**config.mk**
```make
export PLATFORM = sky130hd
export DESIGN_NAME = hack_alu_seq
export DESIGN_NICKNAME = d
export VERILOG_FILES = /design/src/rtl/hack_alu_seq_pkg.sv /design/src/rtl/hack_alu_seq_comb.sv /design/src/rtl/hack_alu_seq.sv
export SDC_FILE = /design/constraint.sdc
export NUM_CORES = 1
export LEC_CHECK = 0
export ABC_CLOCK_PERIOD_IN_PS = 5830
export CAP_MARGIN = 20
export CORE_AREA = 2 2 193 195
export CTS_CLUSTER_SIZE = 16
export DETAILED_ROUTE_END_ITERATION = 7
export DIE_AREA = 0 0 195 197
export PLACE_DENSITY = 0.49
export SKIP_LAST_GASP = 1
export SLEW_MARGIN = 20
export SYNTH_ARGS = -nofsm -noshare
export SYNTH_HDL_FRONTEND = slang
export SYNTH_HIERARCHICAL = 1
export SYNTH_SLANG_ARGS = --single-unit
```
**constraint.sdc**
```tcl
create_clock -name clk -period 5.83 [get_ports clk]
set_input_delay 0.583 -clock clk [delete_from_list [all_inputs] [get_ports clk]]
set_output_delay 0.583 -clock clk [all_outputs]
set_load 0.01 [all_outputs]
```
**src/rtl/hack_alu_seq_pkg.sv**
```systemverilog
// Shared definitions for the sequential Hack ALU: FSM states and the
// Hack control encodings ({zx,nx,zy,ny,f,no}).
package hack_alu_seq_pkg;

  typedef enum logic [1:0] {
    ST_IDLE = 2'd0,
    ST_MUL  = 2'd1,
    ST_HOLD = 2'd2
  } state_t;

  localparam logic [5:0] ALU_ZERO    = 6'b101010;
  localparam logic [5:0] ALU_ONE     = 6'b111111;
  localparam logic [5:0] ALU_MINUS1  = 6'b111010;
  localparam logic [5:0] ALU_X       = 6'b001100;
  localparam logic [5:0] ALU_Y       = 6'b110000;
  localparam logic [5:0] ALU_NOTX    = 6'b001101;
  localparam logic [5:0] ALU_XPLUSY  = 6'b000010;
  localparam logic [5:0] ALU_XMINUSY = 6'b010011;
  localparam logic [5:0] ALU_YMINUSX = 6'b000111;
  localparam logic [5:0] ALU_XANDY   = 6'b000000;
  localparam logic [5:0] ALU_XORY    = 6'b010101;

endpackage

```
**src/rtl/hack_alu_seq_comb.sv**
```systemverilog
// Combinational Hack ALU of arbitrary width, with zero/negative flags.
module hack_alu_comb #(
  parameter int unsigned WIDTH = 16
) (
  input  logic [WIDTH-1:0] i_x,
  input  logic [WIDTH-1:0] i_y,
  input  logic             i_zx,
  input  logic             i_nx,
  input  logic             i_zy,
  input  logic             i_ny,
  input  logic             i_f,
  input  logic             i_no,
  output logic [WIDTH-1:0] o_out,
  output logic             o_zr,
  output logic             o_ng
);

  logic [WIDTH-1:0] w_x0, w_x1, w_y0, w_y1, w_fn;

  // Operand conditioning, function select, output negate, flags
  always_comb begin
    w_x0  = i_zx ? '0 : i_x;
    w_x1  = i_nx ? ~w_x0 : w_x0;
    w_y0  = i_zy ? '0 : i_y;
    w_y1  = i_ny ? ~w_y0 : w_y0;
    w_fn  = i_f ? (w_x1 + w_y1) : (w_x1 & w_y1);
    o_out = i_no ? ~w_fn : w_fn;
    o_zr  = (o_out == '0);
    o_ng  = o_out[WIDTH-1];
  end

endmodule

```
**src/rtl/hack_alu_seq.sv**
```systemverilog
// Sequential Hack ALU: one op per valid/ready handshake, registered result
// and flags, plus an optional unsigned shift-add multiply (one bit/cycle).
module hack_alu_seq
  import hack_alu_seq_pkg::*;
#(
  parameter int unsigned WIDTH  = 16,
  parameter bit          MUL_EN = 1'b1
) (
  input  logic             clk,
  input  logic             reset,
  input  logic             in_valid,
  output logic             in_ready,
  input  logic [WIDTH-1:0] x,
  input  logic [WIDTH-1:0] y,
  input  logic             zx,
  input  logic             nx,
  input  logic             zy,
  input  logic             ny,
  input  logic             f,
  input  logic             no,
  input  logic             mul,
  output logic             out_valid,
  input  logic             out_ready,
  output logic [WIDTH-1:0] out,
  output logic             zr,
  output logic             ng,
  output logic             ovf,
  output logic             busy
);

  localparam int unsigned CW = $clog2(WIDTH + 1);

  state_t               r_state, w_state_nxt;
  logic [WIDTH-1:0]     r_out, r_mplier;
  logic                 r_zr, r_ng, r_ovf;
  logic [2*WIDTH-1:0]   r_acc, r_mcand;
  logic [CW-1:0]        r_cnt;

  logic [WIDTH-1:0]     w_hack_out;
  logic                 w_hack_zr, w_hack_ng;
  logic                 w_accept, w_is_mul, w_last;
  logic [2*WIDTH-1:0]   w_acc_step;
  logic [WIDTH-1:0]     w_prod_lo;

  hack_alu_comb #(.WIDTH(WIDTH)) u_comb (
    .i_x  (x),
    .i_y  (y),
    .i_zx (zx),
    .i_nx (nx),
    .i_zy (zy),
    .i_ny (ny),
    .i_f  (f),
    .i_no (no),
    .o_out(w_hack_out),
    .o_zr (w_hack_zr),
    .o_ng (w_hack_ng)
  );

  assign w_is_mul   = mul & MUL_EN;
  assign w_accept   = in_valid & in_ready;
  assign w_acc_step = r_acc + (r_mplier[0] ? r_mcand : '0);
  assign w_last     = (r_cnt == CW'(WIDTH - 1));
  assign w_prod_lo  = w_acc_step[WIDTH-1:0];

  assign out_valid = (r_state == ST_HOLD);
  assign busy      = (r_state == ST_MUL);
  assign out       = r_out;
  assign zr        = r_zr;
  assign ng        = r_ng;
  assign ovf       = r_ovf;

  // Next-state and handshake ready
  always_comb begin
    w_state_nxt = r_state;
    in_ready    = 1'b0;
    unique case (r_state)
      ST_IDLE: begin
        in_ready = 1'b1;
        if (in_valid) w_state_nxt = w_is_mul ? ST_MUL : ST_HOLD;
      end
      ST_MUL: begin
        if (w_last) w_state_nxt = ST_HOLD;
      end
      ST_HOLD: begin
        if (out_ready) begin
          in_ready = 1'b1;
          if (in_valid) w_state_nxt = w_is_mul ? ST_MUL : ST_HOLD;
          else          w_state_nxt = ST_IDLE;
        end
      end
      default: w_state_nxt = ST_IDLE;
    endcase
  end

  // State register
  always_ff @(posedge clk or posedge reset) begin
    if (reset) r_state <= ST_IDLE;
    else       r_state <= w_state_nxt;
  end

  // Multiply datapath: capture on accept, one multiplier bit per MUL cycle
  always_ff @(posedge clk or posedge reset) begin
    if (reset) begin
      r_acc    <= '0;
      r_mcand  <= '0;
      r_mplier <= '0;
      r_cnt    <= '0;
    end else if (w_accept && w_is_mul) begin
      r_acc    <= '0;
      r_mcand  <= {{WIDTH{1'b0}}, x};
      r_mplier <= y;
      r_cnt    <= '0;
    end else if (r_state == ST_MUL) begin
      r_acc    <= w_acc_step;
      r_mcand  <= r_mcand << 1;
      r_mplier <= r_mplier >> 1;
      r_cnt    <= r_cnt + CW'(1);
    end
  end

  // Result/flag registers, loaded only on entry to HOLD; flags are computed
  // from the same value that is loaded into out
  always_ff @(posedge clk or posedge reset) begin
    if (reset) begin
      r_out <= '0;
      r_zr  <= 1'b0;
      r_ng  <= 1'b0;
      r_ovf <= 1'b0;
    end else if (w_accept && !w_is_mul) begin
      r_out <= w_hack_out;
      r_zr  <= w_hack_zr;
      r_ng  <= w_hack_ng;
      r_ovf <= 1'b0;
    end else if (r_state == ST_MUL && w_last) begin
      r_out <= w_prod_lo;
      r_zr  <= (w_prod_lo == '0);
      r_ng  <= w_prod_lo[WIDTH-1];
      r_ovf <= |w_acc_step[2*WIDTH-1:WIDTH];
    end
  end

endmodule

```
==> metrics.cfg <==
[run_status]
outcome=finished clean

[timing]
max_freq_mhz=213
fin_crit_sh_pct=80.7
grt_setup_unrepaired=false
hold_viol=0
finalSetupViolCount=0
fin_crit_ps=4700
tightest_slew_ps=1020
finClkSkew_ps=12.3
worst_slack_ps=1130
maxSlewHeadroom_pct=32.2
finalMaxSlewViolations=0
fin_tns_setup_ps=0

[final_layout]
layout-drive-gt1-share_pct=4.75
syn_to_final_growth_pct=16.7
antenna_cells=0
nNetsFinal=1120
final.fill_count=3971

[detailed_routing]
top_layer_used=met4
routed_wl_um=25700
via_per_inst=4.94
drtIter0Drc=559
remaining_drc_errors=0
post_drt_wl_per_cell_um=17.1
via_count=7398
drt-met1-wl_um=12500
drtAntennaViolNets=0
dr.pass1.iters=8
met2WireLength_um=11900
dr_wl_met3_um=1160

[pwr]
max-vdd-ir-drop_mv=0.333
p_seq_share_pct=33.0
clockPowerShare_pct=16.7
p_leak_nw=4.14
p_sw_mw=1.68
switching_share_pct=44.9
comb_power_share_pct=50.2
p_per_area_nw_per_um2=389
p_int_mw=2.06

[synthesis]
synthTopCellsByCount=nand2_1, dfrtp_1, o21ai_0
netlist_area_um2=8250
ys_ff_latch=106
synth_area_leader_cell=dfrtp_1
synth.avg_cell_area_um2=8.27
ys.flop_type=dfrtp_1
synth.most_common_cell=nand2_1
synth_top_area_share_pct=32.2
synthDistinctLibCells=75
yosysWarningCount=6
synth-seq-area-share_pct=32.2
ys_top_cells_by_area=dfrtp_1, nand2_1, ha_1, xnor2_1, a22oi_1
async_reset_ff_share_pct=100
netlist_instances=998
synth_edf_count=0
synth_nets=1092

[placement]
portBuffers=64
dpl.hpwl_um=19400
gp_congestion=0.837
dp_slack_ps=806

[clock_tree]
clk_latency_ps=360
htreeDepth=3
clock-root-buffer=clkbuf_16
clk_pin_slew_worst_paths_ps=90
cts_hold_buf=0
post_cts_resized=0
cts_setup_buffers=0
cts-buffers-inserted=9
cts_tree=done
clkSinkCount=106
clockBufferDepth=2

[setup_path]
ff2ff_path_depth=13
slowest_delay_ps=610
crit_path_max_fanout=16
worstPathRequired_ps=6090
path_cells=clkdlybuf4s50_1 -> nand2b_1 -> xnor2_1 -> ha_1 -> fa_1 -> a211oi_4 -> o2111a_1 -> a311o_1 -> o21ai_0 -> or4b_1 -> a221o_1 -> or4b_1 -> nor4_2 -> a21oi_1 -> o31ai_1
crit_path_frequent_cell=or4b_1
endpoint_kind=flip-flop
path_class=in2reg
cp_data_arrival_time_ps=4970
slowest_stage=clkdlybuf4s50_1
cp-start-kind=input port

[grt]
grt_pass1_vias=7050
grtUsageTotal_pct=13.3
grt_max_degree=79
grt_pass1_wl_um=40400
overflow=0
antenna_found_initial=0

[floorplan]
die_w_um=195
die_y_um=197
start_util_pct=22.8
io_pins=65
fp.coreArea_um2=36300
dieArea_um2=38400
fp-row-count=70

[min_path]
hold_depth=2
hold_class=reg2reg

[run]
drv_cap=0

==> critical path, delay by kind of cell <==
kind | cells | cell delay, ps
AOI/OAI and AO/OA | 7 | 1440
and+or+nand+nor | 4 | 1470
adders and majority gates | 2 | 750
xor gates and xnor gates | 1 | 130
buffers and inverters | 1 | 610
==> through the flow <==
stage | cells | instance area (µm²) | hold WS (ps) | util (%) | power (mW)
6_report | 1499 | 9620 | 480 | 26.5 | 3.74
5_1_grt | 1499 | 9620 | 515 | 26.5 | 4.04
4_1_cts | 1499 | 9620 | 485 | 26.5 | 3.78
3_5_place_dp | 1483 | 9330 | 463 | 25.7 | 3.14
3_3_place_gp | 1483 | 9330 | 459 | 25.7 | 3.12
2_1_floorplan | 998 | 8250 | 447 | - | 2.49
==> layout by cell type (no fill, tap or decap), drive strengths merged, types with 5 or more instances in the layout <==
master and count:
and3 7, a21oi 55, xnor2 59, clkdlybuf4s50 64, mux2i 10, a31oi 10
a22oi 44, ha 49, o211ai 8, nor3 15, or3 9, o21ai 67
clkbuf 9, buf 9, o21bai 5, o311ai 5, a22o 8, nand2b 42
nor4 6, xor2 14, inv 23, nand4 13, and2 37, o31ai 6
a211oi 9, o2111ai 5, nand2 180, nand3 11, dfrtp 106, o21a 6
nor2b 11, a21o 17, o22ai 20, nor2 37
==> power by group through the flow <==
stage	Sequential, mW	Combinational (mW)	Clock, mW
floorplan	1.20	1.29	0
global placement	1.25	1.87	0
detailed placement	1.25	1.89	0
CTS	1.24	1.89	0.648
global route	1.28	2.09	0.676
finish	1.24	1.88	0.626
==> layer usage <==
| layer | GRT usage [%] | up-vias |
|---|---|---|
| met2 | 21.5 | 132 |
| met3 | 2.14 | 12 |
| met4 | 1.95 | 0 |
| met5 | 0 | - |
| li1 | - | 3646 |
| met1 | 19.0 | 3608 |
==> sequential cells by signal (all words and copies together) (netlist names) <==
register  cells
zr            1
r_mplier     16
r_cnt         5
ovf           1
ng            1
out          16
r_mcand      32
r_acc        32
r_state       2
==> cell families after synthesis <==
logic type / count (synthesis) / synth area share, %
flip-flops: 106 / 32.2
adder cells (fa/ha/maj): 51 / 7.92
buffers and inverters: 76 / 3.67
multiplexers: 11 / 1.35
AND/OR/NAND/NOR: 391 / 23.7
AO/OA/AOI/OAI: 290 / 23.4
XOR/XNOR: 73 / 7.75
==> area by class of cell <==
class                      instances  area (µm²)  area share [%]
tap                              468         586            6.08
inverter                          20        77.6           0.806
clock inverter                     7        71.3           0.741
multi-input combinational        816        5300            55.1
timing repair buffer              73         708            7.36
sequential                       106        2650            27.6
clock buffer                       9         225            2.34
==> path summary, 6_finish.rpt <==
| kind | to | startpoint | slack (ps) |
|---|---|---|---|
| worst max-delay path | zr$_DFFE_PP0P_ | zx | 1130 |
| worst min-delay path | r_mplier[7]$_DFFE_PP0P_ | r_mplier[7]$_DFFE_PP0P_ | 480 |
| worst max register to register | ovf$_DFFE_PP0P_ | r_mplier[0]$_DFFE_PP0P_ | 1580 |
| worst min register to register | r_mplier[7]$_DFFE_PP0P_ | r_mplier[7]$_DFFE_PP0P_ | 480 |
| max in group asynchronous | r_mcand[9]$_DFFE_PP0P_ | reset | 3910 |
| min in group asynchronous | r_acc[9]$_DFFE_PP0P_ | reset | 780 |
(Power assumes the default switching activity.)
